**config.mk**
```make
export PLATFORM = sky130hd
export DESIGN_NAME = io_port_bridge_flat
export DESIGN_NICKNAME = d
export VERILOG_FILES = /design/src/rtl/io_port_bridge_if.sv /design/src/rtl/io_port_bridge.sv /design/src/flat_wrapper.sv
export SDC_FILE = /design/constraint.sdc
export NUM_CORES = 1
export LEC_CHECK = 0
export BUFFER_PORTS_ARGS = -buffer_cell sky130_fd_sc_hd__buf_2
export CAP_MARGIN = 30
export CORE_MARGIN = 5
export CORE_UTILIZATION = 35
export CTS_CLUSTER_DIAMETER = 40
export CTS_CLUSTER_SIZE = 30
export DETAILED_ROUTE_END_ITERATION = 8
export PLACE_DENSITY_LB_ADDON = 0.25
export SETUP_SLACK_MARGIN = 0.3
export SYNTH_ARGS = -nofsm -noshare
export SYNTH_HDL_FRONTEND = slang
export SYNTH_SLANG_ARGS = --single-unit
```
**constraint.sdc**
```tcl
create_clock -name clk -period 3.15 [get_ports clk]
set_input_delay 0.315 -clock clk [delete_from_list [all_inputs] [get_ports clk]]
set_output_delay 0.315 -clock clk [all_outputs]
set_load 0.005 [all_outputs]
```
**src/rtl/io_port_bridge_if.sv**
```systemverilog
// ---------------------------------------------------------------------------
// io_port_bridge_if
// Groups the processor-side and host-side data/handshake signals of the
// io_port_bridge.
//
// Handshake rules (one word moves per clock edge in each direction):
//   - host_tx: a word transfers on a rising edge where host_tx_valid and
//     host_tx_ready are both 1. While valid=1 and ready=0, the data and valid
//     stay unchanged.
//   - host_rx: a word transfers on a rising edge where host_rx_valid and
//     host_rx_ready are both 1. When ready=0, the sender holds its word and
//     offers it again.
//   - cpu_out_we / cpu_in_re are single-cycle strobes with no back-pressure.
//     A write while cpu_out_full=1 with no same-cycle drain is dropped.
//     A read while cpu_in_valid=0 does nothing except flag an underflow.
//
// Modports:
//   master : the environment, i.e. the processor plus the host.
//   slave  : the bridge.
// ---------------------------------------------------------------------------
interface io_port_bridge_if #(
  parameter int W = 16
);
  logic [W-1:0] cpu_out_data;
  logic         cpu_out_we;
  logic         cpu_out_full;
  logic [W-1:0] cpu_in_data;
  logic         cpu_in_valid;
  logic         cpu_in_re;
  logic [W-1:0] host_tx_data;
  logic         host_tx_valid;
  logic         host_tx_ready;
  logic [W-1:0] host_rx_data;
  logic         host_rx_valid;
  logic         host_rx_ready;

  modport master (
    output cpu_out_data, cpu_out_we, cpu_in_re,
    output host_tx_ready, host_rx_data, host_rx_valid,
    input  cpu_out_full, cpu_in_data, cpu_in_valid,
    input  host_tx_data, host_tx_valid, host_rx_ready
  );

  modport slave (
    input  cpu_out_data, cpu_out_we, cpu_in_re,
    input  host_tx_ready, host_rx_data, host_rx_valid,
    output cpu_out_full, cpu_in_data, cpu_in_valid,
    output host_tx_data, host_tx_valid, host_rx_ready
  );
endinterface

```
**src/rtl/io_port_bridge.sv**
```systemverilog
// ---------------------------------------------------------------------------
// io_port_bridge
// Bridges processor OUT/IN instructions to a valid/ready host link.
//   TX path: CPU OUT strobe -> TX FIFO -> registered output stage -> host.
//   RX path: host -> RX FIFO (first-word-fall-through) -> CPU IN strobe.
// Sticky error flags record dropped CPU writes (ovf_err) and reads from an
// empty RX FIFO (udf_err). err_clr clears both flags. If a new error event
// happens in the same cycle as err_clr, the new event wins.
//
// Ports:
//   clk, rst      : clock and synchronous active-high reset.
//   bus           : io_port_bridge_if.slave (cpu_* and host_* signals).
//   err_clr       : clears the sticky error flags.
//   ovf_err       : sticky flag, a CPU write was dropped.
//   udf_err       : sticky flag, a CPU read found the RX FIFO empty.
//   dbg_tx_state  : TX output-stage FSM state (0 = EMPTY, 1 = LOADED).
//
// Parameters:
//   DEPTH : entries per FIFO. Must be a power of two and at least 2.
//   W     : data word width. Must match the W of the bus interface.
// ---------------------------------------------------------------------------
module io_port_bridge #(
  parameter int DEPTH = 4,
  parameter int W     = 16
) (
  input  logic                clk,
  input  logic                rst,
  io_port_bridge_if.slave     bus,
  input  logic                err_clr,
  output logic                ovf_err,
  output logic                udf_err,
  output logic                dbg_tx_state
);

  localparam int PW = $clog2(DEPTH);
  localparam int CW = PW + 1;
  localparam logic [CW-1:0] CNT_FULL = CW'(DEPTH);
  localparam logic [CW-1:0] CNT_ONE  = CW'(1);
  localparam logic [PW-1:0] PTR_ONE  = PW'(1);

  typedef enum logic {
    TX_EMPTY  = 1'b0,
    TX_LOADED = 1'b1
  } tx_state_e;

  // ---------------------------------------------------------------- TX FIFO
  logic [W-1:0]  tx_mem_q [DEPTH];
  logic [W-1:0]  tx_mem_d [DEPTH];
  logic [PW-1:0] tx_wr_ptr_q, tx_wr_ptr_d;
  logic [PW-1:0] tx_rd_ptr_q, tx_rd_ptr_d;
  logic [CW-1:0] tx_cnt_q, tx_cnt_d;
  logic          tx_full;
  logic          tx_nonempty;
  logic          tx_push;
  logic          tx_pop;
  logic          ovf_event;

  // --------------------------------------------------------- TX output stage
  tx_state_e     tx_state_q, tx_state_d;
  logic [W-1:0]  tx_data_q, tx_data_d;
  logic          tx_valid;

  // ---------------------------------------------------------------- RX FIFO
  logic [W-1:0]  rx_mem_q [DEPTH];
  logic [W-1:0]  rx_mem_d [DEPTH];
  logic [PW-1:0] rx_wr_ptr_q, rx_wr_ptr_d;
  logic [PW-1:0] rx_rd_ptr_q, rx_rd_ptr_d;
  logic [CW-1:0] rx_cnt_q, rx_cnt_d;
  logic          rx_ready;
  logic          rx_nonempty;
  logic          rx_push;
  logic          rx_pop;
  logic          udf_event;

  // ------------------------------------------------------------- error flags
  logic          ovf_q, ovf_d;
  logic          udf_q, udf_d;

  // ========================================================================
  // TX output stage FSM, process 1 of 3: state register. The stage data
  // register sits here too because it changes only when the FSM pops.
  // ========================================================================
  always_ff @(posedge clk) begin
    if (rst) begin
      tx_state_q <= TX_EMPTY;
      tx_data_q  <= '0;
    end else begin
      tx_state_q <= tx_state_d;
      tx_data_q  <= tx_data_d;
    end
  end

  // TX output stage FSM, process 2 of 3: next-state logic.
  always_comb begin
    tx_state_d = tx_state_q;
    case (tx_state_q)
      TX_EMPTY:  if (tx_nonempty) tx_state_d = TX_LOADED;
      TX_LOADED: if (bus.host_tx_ready && !tx_nonempty) tx_state_d = TX_EMPTY;
      default:   tx_state_d = TX_EMPTY;
    endcase
  end

  // TX output stage FSM, process 3 of 3: outputs.
  // In the LOADED state with ready=1, the stage pops the FIFO head in the
  // same edge that the host takes the current word. This keeps a steady
  // stream at one word per cycle.
  always_comb begin
    tx_valid = 1'b0;
    tx_pop   = 1'b0;
    case (tx_state_q)
      TX_EMPTY: begin
        tx_pop = tx_nonempty;
      end
      TX_LOADED: begin
        tx_valid = 1'b1;
        tx_pop   = bus.host_tx_ready && tx_nonempty;
      end
      default: begin
        tx_valid = 1'b0;
        tx_pop   = 1'b0;
      end
    endcase
  end

  always_comb begin
    tx_data_d = tx_data_q;
    if (tx_pop) tx_data_d = tx_mem_q[tx_rd_ptr_q];
  end

  // ========================================================================
  // TX FIFO
  // ========================================================================
  assign tx_full     = (tx_cnt_q == CNT_FULL);
  assign tx_nonempty = (tx_cnt_q != '0);

  // A full FIFO still takes a write when the stage drains a word in the
  // same cycle. A write into an empty FIFO is never forwarded straight to
  // the stage, so the first word becomes valid one edge after the push edge.
  assign tx_push   = bus.cpu_out_we && (!tx_full || tx_pop);
  assign ovf_event = bus.cpu_out_we && !tx_push;

  always_comb begin
    tx_mem_d    = tx_mem_q;
    tx_wr_ptr_d = tx_wr_ptr_q;
    tx_rd_ptr_d = tx_rd_ptr_q;
    tx_cnt_d    = tx_cnt_q;
    if (tx_push) begin
      tx_mem_d[tx_wr_ptr_q] = bus.cpu_out_data;
      tx_wr_ptr_d           = tx_wr_ptr_q + PTR_ONE;
    end
    if (tx_pop) begin
      tx_rd_ptr_d = tx_rd_ptr_q + PTR_ONE;
    end
    case ({tx_push, tx_pop})
      2'b10:   tx_cnt_d = tx_cnt_q + CNT_ONE;
      2'b01:   tx_cnt_d = tx_cnt_q - CNT_ONE;
      default: tx_cnt_d = tx_cnt_q;
    endcase
  end

  // ========================================================================
  // RX FIFO
  // ========================================================================
  assign rx_ready    = (rx_cnt_q != CNT_FULL);
  assign rx_nonempty = (rx_cnt_q != '0);
  assign rx_push     = bus.host_rx_valid && rx_ready;
  assign rx_pop      = bus.cpu_in_re && rx_nonempty;
  assign udf_event   = bus.cpu_in_re && !rx_nonempty;

  always_comb begin
    rx_mem_d    = rx_mem_q;
    rx_wr_ptr_d = rx_wr_ptr_q;
    rx_rd_ptr_d = rx_rd_ptr_q;
    rx_cnt_d    = rx_cnt_q;
    if (rx_push) begin
      rx_mem_d[rx_wr_ptr_q] = bus.host_rx_data;
      rx_wr_ptr_d           = rx_wr_ptr_q + PTR_ONE;
    end
    if (rx_pop) begin
      rx_rd_ptr_d = rx_rd_ptr_q + PTR_ONE;
    end
    case ({rx_push, rx_pop})
      2'b10:   rx_cnt_d = rx_cnt_q + CNT_ONE;
      2'b01:   rx_cnt_d = rx_cnt_q - CNT_ONE;
      default: rx_cnt_d = rx_cnt_q;
    endcase
  end

  // ========================================================================
  // Sticky error flags. A new event takes priority over err_clr.
  // ========================================================================
  always_comb begin
    ovf_d = ovf_q;
    udf_d = udf_q;
    if (err_clr) begin
      ovf_d = 1'b0;
      udf_d = 1'b0;
    end
    if (ovf_event) ovf_d = 1'b1;
    if (udf_event) udf_d = 1'b1;
  end

  // ========================================================================
  // FIFO and flag registers. Reset overrides any strobe in the same cycle.
  // ========================================================================
  always_ff @(posedge clk) begin
    if (rst) begin
      for (int i = 0; i < DEPTH; i++) begin
        tx_mem_q[i] <= '0;
        rx_mem_q[i] <= '0;
      end
      tx_wr_ptr_q <= '0;
      tx_rd_ptr_q <= '0;
      tx_cnt_q    <= '0;
      rx_wr_ptr_q <= '0;
      rx_rd_ptr_q <= '0;
      rx_cnt_q    <= '0;
      ovf_q       <= 1'b0;
      udf_q       <= 1'b0;
    end else begin
      tx_mem_q    <= tx_mem_d;
      rx_mem_q    <= rx_mem_d;
      tx_wr_ptr_q <= tx_wr_ptr_d;
      tx_rd_ptr_q <= tx_rd_ptr_d;
      tx_cnt_q    <= tx_cnt_d;
      rx_wr_ptr_q <= rx_wr_ptr_d;
      rx_rd_ptr_q <= rx_rd_ptr_d;
      rx_cnt_q    <= rx_cnt_d;
      ovf_q       <= ovf_d;
      udf_q       <= udf_d;
    end
  end

  // ========================================================================
  // Outputs
  // ========================================================================
  assign bus.cpu_out_full  = tx_full;
  assign bus.host_tx_data  = tx_data_q;
  assign bus.host_tx_valid = tx_valid;
  assign bus.host_rx_ready = rx_ready;
  assign bus.cpu_in_valid  = rx_nonempty;
  // The RX output reads as zero when the FIFO is empty, so a stale word
  // never reaches the processor's data_in.
  assign bus.cpu_in_data   = rx_nonempty ? rx_mem_q[rx_rd_ptr_q] : '0;
  assign ovf_err           = ovf_q;
  assign udf_err           = udf_q;
  assign dbg_tx_state      = tx_state_q;

endmodule
```
**src/flat_wrapper.sv**
```systemverilog
// flat-port wrapper written by rule: the top's interface ports become plain ports
module io_port_bridge_flat 
#(
  parameter int DEPTH = 4,
  parameter int W     = 16
)
  (clk, rst, err_clr, ovf_err, udf_err, dbg_tx_state, bus_cpu_out_data, bus_cpu_out_we, bus_cpu_in_re, bus_host_tx_ready, bus_host_rx_data, bus_host_rx_valid, bus_cpu_out_full, bus_cpu_in_data, bus_cpu_in_valid, bus_host_tx_data, bus_host_tx_valid, bus_host_rx_ready);
  io_port_bridge_if #(.W(W)) bus_i ();
  input  logic clk;
  input  logic rst;
  input  logic err_clr;
  output logic ovf_err;
  output logic udf_err;
  output logic dbg_tx_state;
  input wire logic [$bits(bus_i.cpu_out_data)-1:0] bus_cpu_out_data;
  input wire logic [$bits(bus_i.cpu_out_we)-1:0] bus_cpu_out_we;
  input wire logic [$bits(bus_i.cpu_in_re)-1:0] bus_cpu_in_re;
  input wire logic [$bits(bus_i.host_tx_ready)-1:0] bus_host_tx_ready;
  input wire logic [$bits(bus_i.host_rx_data)-1:0] bus_host_rx_data;
  input wire logic [$bits(bus_i.host_rx_valid)-1:0] bus_host_rx_valid;
  output wire logic [$bits(bus_i.cpu_out_full)-1:0] bus_cpu_out_full;
  output wire logic [$bits(bus_i.cpu_in_data)-1:0] bus_cpu_in_data;
  output wire logic [$bits(bus_i.cpu_in_valid)-1:0] bus_cpu_in_valid;
  output wire logic [$bits(bus_i.host_tx_data)-1:0] bus_host_tx_data;
  output wire logic [$bits(bus_i.host_tx_valid)-1:0] bus_host_tx_valid;
  output wire logic [$bits(bus_i.host_rx_ready)-1:0] bus_host_rx_ready;
  assign bus_i.cpu_out_data = bus_cpu_out_data;
  assign bus_i.cpu_out_we = bus_cpu_out_we;
  assign bus_i.cpu_in_re = bus_cpu_in_re;
  assign bus_i.host_tx_ready = bus_host_tx_ready;
  assign bus_i.host_rx_data = bus_host_rx_data;
  assign bus_i.host_rx_valid = bus_host_rx_valid;
  assign bus_cpu_out_full = bus_i.cpu_out_full;
  assign bus_cpu_in_data = bus_i.cpu_in_data;
  assign bus_cpu_in_valid = bus_i.cpu_in_valid;
  assign bus_host_tx_data = bus_i.host_tx_data;
  assign bus_host_tx_valid = bus_i.host_tx_valid;
  assign bus_host_rx_ready = bus_i.host_rx_ready;
  io_port_bridge #(.DEPTH(DEPTH), .W(W)) u_core (.clk(clk), .rst(rst), .bus(bus_i), .err_clr(err_clr), .ovf_err(ovf_err), .udf_err(udf_err), .dbg_tx_state(dbg_tx_state));
endmodule
```
# Yosys cells after proc, flatten, opt, wreduce, memory -nomap -nowiden
# Index checks and enable logic that the tools add are counted.
# op_classes
eq_ne,6
n_addsub,8
mux,23
bitwise,5
div,0
magnitude_cmp,6
n_mul,0
shift,0
reduce_logical,20
# ops
op,count
bitwise mux 64 bit,2
2-to-1 mux 16 bit,7
binary-select mux 16 bit (select 2 bit),2
demux 16 bit (select 2 bit),2
"greater-or-equal comparator 3 bit, second input constant",4
inverter 2 -> 3 bit,4
case mux 3 bit (2 select lines),2
logical AND 1 bit,9
"adder 2 x 1 -> 2 bit, second input constant",4
nonzero test 2 bit,4
"adder 3 x 1 -> 3 bit, second input constant",2
"less-than comparator 3 x 1 -> 1 bit, second input constant",2
2-to-1 mux 1 bit,6
nonzero test 3 bit,2
"subtractor 3 x 1 -> 3 bit, second input constant",2
"equality test 2 x 1 -> 1 bit, second input constant",2
"equality test 2 bit, second input constant",2
logical NOT 1 bit,4
case mux 1 bit (2 select lines),2
"equality test 3 bit, second input constant",1
"!= test 3 bit, second input constant",1
logical OR 1 bit,1
inverter 1 bit,1
# word_totals
reg_bits,161
rom_bits,0
out_inout_bits,39
ram_bits,0
n_memories,0
elab_cells,86
input_bits,39
latch_bits,0

# Logic depth before layout (Yosys ltp)
# Gate-level depths: netlist (run 1).
# depth
word_depth,8
mapped_depth,10
ltp_nobuf,9

# Worst setup path before layout (run 1)
# No wires, ideal clock.
# synth_path
path_type,reg-to-reg
start,reg u_core.tx_cnt_q[0]
end,reg u_core.tx_cnt_q[2]
path_buffers,1
stages_incl_launch_ff,11
path_slack_ns,0.819
setup_ns,0.071
t_required_ns,3.079
period_less_slack_ns,2.331
t_arrival_ns,2.261
cell_sequence,dfxtp_1 > or3b_1 > buf_2 > inv_1 > a21boi_1 > inv_1 > ha_1 > fa_1 > xnor2_1 > or3_1 > a21oi_1
# synth_via
elab_cells_between_ends,13
cone_classes,add/sub (2); eq/ne (3); mux (2); reduce/logical (6)
# synth_rtl
element,line_no,rtl
from (decl),io_port_bridge.sv:51,"logic [CW-1:0] tx_cnt_q, tx_cnt_d;"
from (signal assigned),io_port_bridge.sv:225,tx_cnt_q <= tx_cnt_d;
equality test 3 bit (*),io_port_bridge.sv:133,assign tx_full = (tx_cnt_q == CNT_FULL);
net bus_cpu_out_full,flat_wrapper.sv:21,output wire logic [$bits(bus_i.cpu_out_full)-1:0] bus_cpu_out_full;
logical NOT 1 bit (*),io_port_bridge.sv:139,assign tx_push = bus.cpu_out_we && (!tx_full || tx_pop);
logical OR 1 bit (*),io_port_bridge.sv:139,
logical AND 1 bit (*),io_port_bridge.sv:139,
equality test 2 x 1 -> 1 bit or equality test 2 bit (tied branches),io_port_bridge.sv:154,"case ({tx_push, tx_pop})"
case mux 3 bit (2 select lines) or nonzero test 2 bit (tied branches),n/a,
# The timed path passes the listed nets; every way through them passes the cells marked *.
# A chain may end at the register's enable or synchronous reset.

# Worst setup path in the final report (run 1)
# layout_path
start,reg u_core.tx_cnt_q[0]
end,reg u_core.tx_cnt_q[2]
# layout_via
elab_chain_len,7
elab_cells_between_ends,13
cone_classes,add/sub (2); eq/ne (3); mux (2); reduce/logical (6)
# layout_lines
element,line_no,rtl
nonzero test 3 bit,io_port_bridge.sv:134,assign tx_nonempty = (tx_cnt_q != '0);
logical AND 1 bit,io_port_bridge.sv:116,tx_pop = bus.host_tx_ready && tx_nonempty;
case mux 1 bit (2 select lines),io_port_bridge.sv:110,case (tx_state_q)
logical OR 1 bit,io_port_bridge.sv:139,
logical AND 1 bit,io_port_bridge.sv:139,
equality test 2 x 1 -> 1 bit or equality test 2 bit (tied branches),io_port_bridge.sv:154,
case mux 3 bit (2 select lines) or nonzero test 2 bit (tied branches),n/a,
# Several ways; a longest one is shown, not always the timed one.

==> reports/qor.csv, run 1 <==
metric,value,unit
rsz_0062_raised_after_global_routing,no,
n_antenna_cell,0,
detail_route.drc_violations,0,
yosys_warnings,0,
worst_slew_pin_slew,0.913,ns
via_per_inst,4.96,
r2r.worst_path.cells,9,
worst_setup_path_start_kind,flop,
post_cts_hold_buffer_count,0,
outcome,finished clean,
cts.root.buffer_cell,sky130_fd_sc_hd__clkbuf_16,
period_needed,2.60,ns
globalRouteTotalUtil,14.2,%
critical_path.cell_chain,"or3b_1, inv_1, a21boi_1, inv_1, ha_1, fa_1, xnor2_1, or3_1, a21oi_1",
dr.pass1.iters,4,
n_fill_cell,2053,
path_class,flop to flop,
finalPower,5750,uW
endpoint_kind,flop,
timing.clock.skew,0.0113,ns
dp_hpwl,11100,um
placedInstanceArea,8020,um^2
timing.fmax,385,MHz
layout-area-overhead-vs-synth,15.1,%
synth-seq-area-share,43.4,%
cts_buffers,17,
drt_wl_total,16800,um
die_width,156,um
maxCapViolations,0,
vias,4970,
wl_per_cell,16.8,um
global_route_wire_length_before_repair,27600,um
drt_iter0_markers,280,
cts.sink_count,161,
mappedNetlistArea,7430,um^2
synth_area_per_cell,11.4,um^2
cts.clk_slew.worst_paths,0.06,ns
hold_path_depth,2,
yosys_register_bits,161,
floorplan.rows,53,
critical_path.max_fanout,5,
setup_viol,0,
clock_path_buffers,2,
final-hold-violation-count,0,
nets,767,
layout.cell_area.non_filler,8550,um^2
p_per_area,673,nW/um^2
multiInputGateArea,3910,um^2
place.port_buffers,77,
gp_routability_congestion,0.768,
final_sum_of_negative_setup_slack,0,ns
core,21000,um^2
worst_hold_path_type,input pin to flop,
globalRoute.totalOverflow,0,
path_common_cell,sky130_fd_sc_hd__inv_1,
grt_pass1_vias,5331,
power.static_leakage,0.00370,uW
layout_worst_path_cycle_share,82.5,%
htree_num_levels,4,
cts-resized-gates,0,
drive_above_1_share,22.9,%
irDropWorstVdd,0.000343,V
worst_slew_margin_rel,38.8,%
tritoncts_clock_tree,built,
io_pins,78,
clkLatencyLatePin,0.42,ns
antenna_found_initial,0,
grt_max_degree,179,
critical_path_required,3.49,ns
timing_max_transition_violations_final,0,
crit_slowest_cell,sky130_fd_sc_hd__dfxtp_1,
synthesis.instances,654,
antenna_left,0,
design.die.area,24300,um^2
postCtsSetupRepairBufs,0,
netlist-cell-type-count,44,
initial_core_util,35.5,%
die_height,156,um
synth_nets,705,
crit_path_dat,2.94,ns
seqCellArea,3220,um^2
crit_path_max_incr_delay,0.44,ns
-- cells in the final DEF (no fill, tap or decap), drive strengths merged, types with 8 or more instances in the layout --
master / Yosys / routed
dfxtp: 161 / 161
nor2b: 17 / 17
a21oi: 8 / 8
clkbuf: 26 / 18
a22o: 16 / 16
nand2b: 163 / 163
buf: 20 / 89
ha: 10 / 10
inv: 13 / 18
mux2i: 130 / 130
nor2: 13 / 13
mux4: 32 / 32
-- Yosys cell counts (all sizes together) --
cell	count	area, um^2
nor3	3	20.0
nand2b	163	1020
and3	1	11.3
mux2i	130	1300
o211ai	2	42.5
o311ai	1	8.76
nand2	1	3.75
xnor2	1	8.76
a22oi	1	7.51
a32oi	1	8.76
buf	20	158
nand3	5	40.0
nor2b	17	106
mux4	32	721
or3b	2	17.5
or3	4	26.3
clkbuf	26	97.6
o31ai	1	7.51
a22o	16	140
a21oi	8	43.8
xor2	5	43.8
fa	2	40.0
a21o	2	17.5
dfxtp	161	3220
inv	13	48.8
a311oi	1	8.76
and2	2	12.5
a21boi	3	26.3
ha	10	125
a31o	1	8.76
o21ai	5	28.8
nor2	13	48.8
mux2	1	11.3
-- report_power, final --
part           switching [uW]  internal, uW
Sequential                175          2220
Clock                     882          1020
Combinational             779           679
Total                    1840          3920
-- layer usage --
metal	vias to the layer above	routed length [um]	share of wire [%]	global-route usage, %
met1	2482	7490	44	17.3
met2	102	8240	49	24.9
met4	0	240	1.4	4.42
met3	18	863	5.1	3.44
met5	-	0	0	0
li1	2368	-	-	-
-- sequential cells by signal, indices dropped and copies added (netlist names) --
signal and flops:
u_core.udf_err 1, u_core.rx_rd_ptr_q 2, u_core.rx_mem_q 64, u_core.ovf_err 1
u_core.tx_wr_ptr_q 2, u_core.tx_rd_ptr_q 2, u_core.tx_cnt_q 3, u_core.tx_mem_q 64
u_core.dbg_tx_state 1, u_core.rx_cnt_q 3, u_core.bus.host_tx_data 16, u_core.rx_wr_ptr_q 2
-- layout make-up --
cell class                 instances  area share, %
clock buffer                      18           5.02
inverter                          13          0.571
multi-input combinational        434           45.7
clock inverter                    13           1.24
tap                              275           4.02
sequential                       161           37.7
timing repair buffer              89           5.73
-- worst paths after layout --
kind                  startpoint                   to  slack, ns
max           u_core.tx_cnt_q[0]   u_core.tx_cnt_q[2]       0.55
min                          rst  u_core.dbg_tx_state       0.14
max reg2reg   u_core.tx_cnt_q[0]   u_core.tx_cnt_q[2]       0.55
min reg2reg  u_core.rx_mem_q[12]  u_core.rx_mem_q[12]       0.47
-- logic make-up after synthesis --
kind of cell	count (synthesis)	synth area share [%]
AO/OA/AOI/OAI	42	4.70
XOR/XNOR	6	0.707
adder cells (fa/ha/maj)	12	2.22
buffers and inverters	59	4.09
flip-flops	161	43.4
multiplexers	163	27.4
AND/OR/NAND/NOR	211	17.6
-- critical path: cells and delay by family, from the launching register on --
| family | cells | cell delay, ns |
|---|---|---|
| AOI/OAI and AO/OA | 2 | 0.46 |
| xor gates and xnor gates | 1 | 0.14 |
| and+or+nand+nor | 2 | 0.62 |
| buffers and inverters | 2 | 0.24 |
| DFF | 1 | 0.44 |
| adders and majority gates | 2 | 0.63 |
-- per-stage QoR --
step,util [%],setup slack (ns),hold WS (ns),instances
after detailed placement,38.3,0.551,0.461,972
after global placement,38.3,0.651,0.455,972
after floorplan,-,0.819,0.445,654
after CTS,40.8,0.528,0.116,1003
final,40.8,0.552,0.139,1003
after global routing,40.8,0.342,0.131,1003
No activity file was read; power rests on OpenSTA's default activity.
==> inputs of run 2 (changes only) <==
clock period = 2.3 ns   (was 3.15 ns; I/O delays follow)
==> reports/qor.csv, run 2 (synthesis results as in run 1) <==
metric,value,unit,change
core,21000,um^2,unchanged
vias,5019,,+0.99%
layout.cells.most_common,sky130_fd_sc_hd__nand2b_1,,
crit-reg2reg-launch,u_core.rx_cnt_q[1],,
power.static_leakage,0.00388,uW,+4.8%
layout_worst_path_cycle_share,87.7,%,+5.3 points
irDropWorstVdd,0.000506,V,+47%
dp_hpwl,11200,um,+0.87%
cts.root.buffer_cell,sky130_fd_sc_hd__clkbuf_16,,
worst_setup_path_start_kind,flop,,
hold_path_depth,3,,+1
via_per_inst,4.89,,-1.4%
cts.sink_count,161,,unchanged
cts.clk_slew.worst_paths,0.06,ns,about the same
timing.fmax,496,MHz,+29%
cts_buffers,17,,unchanged
worst_r2r_endpoint,u_core.rx_cnt_q[2],,
global_route_wire_length_before_repair,28300,um,+2.5%
drive_above_1_share,28.3,%,+5.4 points
wl_per_cell,17.0,um,+1.2%
grt_pass1_vias,5282,,-0.92%
detail_route.drc_violations,0,,unchanged
placement.setup.worst_slack,0.155,ns,-0.395 ns
p_per_area,957,nW/um^2,+42%
clkLatencyLatePin,0.42,ns,about the same
place.port_buffers,77,,unchanged
hp-start,bus_cpu_in_re,,
drt_wl_total,17400,um,+3.7%
antenna_left,0,,unchanged
path_class,flop to flop,,
r2r.worst_path.cells,8,,-1
worst_hold_path_type,input pin to flop,,
hold_slack,0.122,ns,-0.0169 ns
outcome,finished clean,,
n_fill_cell,1971,,-4.0%
timing_max_transition_violations_final,0,,unchanged
rrSetupSlack,0.28,ns,-0.27 ns
endpoint_kind,flop,,
die_height,156,um,unchanged
tritoncts_clock_tree,built,,
die_width,156,um,unchanged
final_sum_of_negative_setup_slack,0,ns,unchanged
drt_iter0_markers,218,,-22%
layout-area-overhead-vs-synth,20.4,%,
n_antenna_cell,0,,unchanged
floorplan.rows,53,,unchanged
rsz_0062_raised_after_global_routing,yes,,
gp_routability_congestion,0.752,,-2.0%
antenna_found_initial,1,,+1
timing.clock.skew,0.00791,ns,-0.00336 ns
final-hold-violation-count,0,,unchanged
htree_num_levels,4,,unchanged
clock_path_buffers,2,,unchanged
io_pins,78,,unchanged
grt_max_degree,92,,-49%
worst_slew_pin_slew,0.675,ns,-0.238 ns
globalRouteTotalUtil,14.8,%,+0.56 points
initial_core_util,35.5,%,unchanged
dr.pass1.iters,4,,unchanged
critical_path_required,2.65,ns,-0.84 ns
maxCapViolations,0,,unchanged
nets,790,,+3.0%
globalRoute.totalOverflow,0,,unchanged
final_worst_setup_slack,0.282,ns,-0.270 ns
commonest_cells_after_routing_fill_and_taps_aside,"163 x sky130_fd_sc_hd__nand2b_1, 154 x sky130_fd_sc_hd__dfxtp_1, 130 x sky130_fd_sc_hd__mux2i_1",,
design.die.area,24300,um^2,unchanged
crit_path_dat,2.36,ns,-0.58 ns
critical_path.max_fanout,2,,-3
setup_viol,0,,unchanged
period_needed,2.02,ns,-0.580 ns
post_cts_hold_buffer_count,0,,unchanged
holdPathEnd,u_core.udf_err,,
worst_slew_margin_rel,55.0,%,+16 points
[run 2: through the flow]
step	util, %	cell area [um^2]	cells	total power [uW]
global route	42.7	8950	1027	9030
floorplan	-	7480	654	4780
global placement	38.8	8140	981	5420
CTS	42.3	8860	1024	8530
detailed placement	38.8	8140	981	5510
finish	42.7	8950	1027	8560
[run 2: what timing repair did]
action                     4_1_cts  5_1_grt
hold endpoints to repair         0        0
pin swaps                        7        3
gates cloned                     1        1
setup endpoints to repair       18       26
gates resized for setup         14       13
buffers inserted                10        2
[run 2: worst max-delay path by stage]
stage,cells past startpoint,endpoint,from,slack (ns)
after floorplan,9,u_core.rx_cnt_q[2],u_core.rx_cnt_q[1],0.22
final,8,u_core.rx_cnt_q[2],u_core.rx_cnt_q[1],0.28
after CTS,4,bus_cpu_in_data[2],u_core.rx_rd_ptr_q[0],0.27
after global routing,8,u_core.rx_cnt_q[2],u_core.rx_cnt_q[2],0.22
after global placement,8,u_core.rx_cnt_q[2],u_core.rx_cnt_q[0],0.27
after detailed placement,9,u_core.tx_cnt_q[2],u_core.tx_cnt_q[0],0.16
[run 2: cell type report]
class                      instances  area (um^2)  area share (%)
inverter                          13         48.8           0.545
clock buffer                      24          482            5.38
sequential                       161         3250            36.3
timing repair buffer             112          713            7.97
clock inverter                     8          103            1.15
tap                              275          344            3.84
multi-input combinational        434         4010            44.8
[run 2: power by group]
part           switching [uW]  leakage, uW  internal (uW)  total, uW
registers                 202      0.00131           3070       3270
logic                    1260      0.00228           1230       2490
clock network            1120     0.000281           1690       2800
total                    2580      0.00388           5980       8560
[run 2: critical path, cell delays in order, from the launching register on]
cell	delay (ns)
sky130_fd_sc_hd__dfxtp_4	0.34
sky130_fd_sc_hd__or3b_4	0.42
sky130_fd_sc_hd__nand2_4	0.07
sky130_fd_sc_hd__ha_4	0.12
sky130_fd_sc_hd__inv_2	0.04
sky130_fd_sc_hd__fa_2	0.34
sky130_fd_sc_hd__xor2_1	0.16
sky130_fd_sc_hd__or3_4	0.33
sky130_fd_sc_hd__a21oi_2	0.12
[run 2: routing by layer]
| metal | share of wire [%] | up-vias | GRT usage (%) |
|---|---|---|---|
| met1 | 44 | 2483 | 17.9 |
| met4 | 1.4 | 2 | 4.50 |
| met5 | 0.063 | - | 0 |
| li1 | - | 2429 | - |
| met3 | 4.3 | 20 | 4.44 |
| met2 | 50 | 85 | 25.3 |
==> inputs of run 3 (changes only) <==
--- a/constraint.sdc
+++ b/constraint.sdc
@@ -3,2 +3,2 @@
 set_output_delay 0.23 -clock clk [all_outputs]
-set_load 0.005 [all_outputs]
+set_load 0.01 [all_outputs]
==> reports/qor.csv, run 3 (synthesis results as in run 1) <==
metric,value,unit,change
seq_power_share,36.7,%,-1.5 points
maxCapViolations,0,,unchanged
antenna_left,0,,unchanged
gp_routability_congestion,0.725,,-3.7%
multiInputGateArea,4110,um^2,+2.4%
hold_slack,0.151,ns,+0.0292 ns
worst_r2r_endpoint,u_core.rx_cnt_q[2],,
netSwitchingFraction,30.4,%,+0.28 points
path_class,flop to flop,,
post_layout_nonfiller_instances,1020,,-0.68%
place.port_buffers,77,,unchanged
crit_path_dat,2.39,ns,+0.03 ns
commonest_cells_after_routing_fill_and_taps_aside,"163 x sky130_fd_sc_hd__nand2b_1, 154 x sky130_fd_sc_hd__dfxtp_1, 130 x sky130_fd_sc_hd__mux2i_1",,
cts.root.buffer_cell,sky130_fd_sc_hd__clkbuf_16,,
antenna_found_initial,0,,-1
period_needed,2.05,ns,+0.0283 ns
vias,4952,,-1.3%
nets,784,,-0.76%
globalRouteTotalUtil,14.7,%,-0.046 points
rsz_0062_raised_after_global_routing,yes,,
grt_max_degree,78,,-15%
placed_cells,981,,unchanged
dr.pass1.iters,4,,unchanged
initial_core_util,35.5,%,unchanged
clkLatencyLatePin,0.42,ns,about the same
dp_hpwl,11300,um,+1.4%
n_antenna_cell,0,,unchanged
clock_path_buffers,2,,unchanged
core,21000,um^2,unchanged
cts.clk_slew.worst_paths,0.06,ns,about the same
crit-reg2reg-launch,u_core.rx_cnt_q[0],,
power.share.combinational,30.9,%,+1.8 points
tritoncts_clock_tree,built,,
hold_path_depth,3,,unchanged
post_cts_hold_buffer_count,0,,unchanged
met3_wirelength,599,um,-20%
r2r.worst_path.cells,8,,unchanged
globalRoute.totalOverflow,0,,unchanged
timing_max_transition_violations_final,0,,unchanged
timing.clock.skew,0.00714,ns,-0.000766 ns
portion_of_total_power_attributed_to_the_clock_network,32.4,%,-0.3 points
endpoint_kind,flop,,
holdPathEnd,u_core.rx_mem_q[52],,
cts_buffers,17,,unchanged
critical_path.max_fanout,2,,unchanged
floorplan.rows,53,,unchanged
worst_hold_path_type,input pin to flop,,
top_layer,met4,,
n_fill_cell,1996,,+1.3%
hp-start,bus_host_rx_data[4],,
drive_above_1_share,29.9,%,+1.6 points
final-hold-violation-count,0,,unchanged
drt_iter0_markers,202,,-7.3%
final_worst_setup_slack,0.254,ns,-0.0283 ns
placement.setup.worst_slack,0.139,ns,-0.0164 ns
rrSetupSlack,0.25,ns,-0.03 ns
seqCellArea,3250,um^2,unchanged
grt_pass1_vias,5386,,+2.0%
met1Wirelength,7810,um,+1.4%
power.static_leakage,0.00389,uW,+0.42%
netSwitchingPower,2710,uW,+4.8%
drt_wl_total,17500,um,+0.19%
die_width,156,um,unchanged
setup_viol,0,,unchanged
irDropWorstVdd,0.000546,V,+7.8%
via_per_inst,4.85,,-0.66%
global_route_wire_length_before_repair,28200,um,-0.22%
final_sum_of_negative_setup_slack,0,ns,unchanged
design.die.area,24300,um^2,unchanged
worst_setup_path_start_kind,flop,,
layout-area-overhead-vs-synth,22.8,%,
io_pins,78,,unchanged
outcome,finished clean,,
detail_route.drc_violations,0,,unchanged
wl_per_cell,17.1,um,+0.88%
timing.fmax,489,MHz,-1.4%
p_per_area,973,nW/um^2,+1.7%
route.met2.wl,8770,um,+0.38%
critical_path_required,2.65,ns,about the same
worst_slew_margin_rel,53.9,%,-1.1 points
htree_num_levels,4,,unchanged
die_height,156,um,unchanged
worst_slew_pin_slew,0.691,ns,+0.0164 ns
layout.cells.most_common,sky130_fd_sc_hd__nand2b_1,,
layout_worst_path_cycle_share,89.0,%,+1.2 points
cts.sink_count,161,,unchanged
cell_int_power,6180,uW,+3.4%
## run 3: cell count changes in the layout (fill, tap and decap cells not counted), moves of 2 or more
cell / delta
sky130_fd_sc_hd__buf_4: -9
sky130_fd_sc_hd__buf_12: +3
sky130_fd_sc_hd__buf_2: -14
sky130_fd_sc_hd__nor2b_1: -12
sky130_fd_sc_hd__clkbuf_1: -3
sky130_fd_sc_hd__clkinv_2: +2
sky130_fd_sc_hd__buf_6: +15
sky130_fd_sc_hd__nor2b_4: +11
## run 3: per-layer routing
layer,up-vias,GRT usage (%)
met5,-,0
met4,0,4.71
met3,26,3.13
met2,88,25.4
met1,2436,18.4
li1,2402,-
## run 3: worst max-delay path, stage by stage (launching register included)
cell and delay (ns):
sky130_fd_sc_hd__dfxtp_4 0.35, sky130_fd_sc_hd__or3b_4 0.42, sky130_fd_sc_hd__nand2_4 0.09, sky130_fd_sc_hd__ha_4 0.13, sky130_fd_sc_hd__inv_2 0.03, sky130_fd_sc_hd__fa_2 0.36
sky130_fd_sc_hd__xor2_2 0.16, sky130_fd_sc_hd__or3_4 0.33, sky130_fd_sc_hd__a21oi_2 0.12
## run 3: cell type report
| class | count | share of cell area (%) |
|---|---|---|
| clock buffer | 21 | 5.15 |
| clock inverter | 10 | 1.47 |
| inverter | 13 | 0.534 |
| multi-input combinational | 434 | 45.0 |
| sequential | 161 | 35.6 |
| tap | 275 | 3.77 |
| timing repair buffer | 106 | 8.51 |
## run 3: timing repair
action | in CTS | in global routing
endpoints found under the setup margin | 18 | 19
buffers inserted | 6 | 1
gates cloned | 0 | 1
resized for setup | 23 | 48
endpoints found under the hold margin | 0 | 0
pin swaps | 6 | 0
## run 3: metrics by stage
| step | instance area, um^2 | utilization [%] | total power, uW |
|---|---|---|---|
| after floorplan | 7480 | - | 4830 |
| after global placement | 8150 | 38.9 | 5500 |
| after CTS | 8880 | 42.4 | 8690 |
| final | 9130 | 43.6 | 8890 |
| after global routing | 9130 | 43.6 | 9370 |
| after detailed placement | 8150 | 38.9 | 5580 |
## run 3: worst max-delay path by stage
stage	from	to	depth (start not counted)
detailed placement	u_core.rx_cnt_q[0]	u_core.rx_cnt_q[2]	8
floorplan	u_core.rx_cnt_q[1]	u_core.rx_cnt_q[2]	9
CTS	u_core.rx_cnt_q[0]	u_core.rx_cnt_q[2]	8
global placement	u_core.rx_cnt_q[0]	u_core.rx_cnt_q[2]	8
global route	u_core.rx_cnt_q[0]	bus_cpu_in_data[6]	5
finish	u_core.rx_cnt_q[0]	u_core.rx_cnt_q[2]	8
## run 3: power groups by stage
stage | clock (uW) | combinational (uW) | sequential, uW
detailed placement | 0 | 2270 | 3300
floorplan | 0 | 1580 | 3250
global route | 3100 | 2970 | 3300
finish | 2880 | 2740 | 3260
CTS | 2960 | 2480 | 3240
global placement | 0 | 2220 | 3280
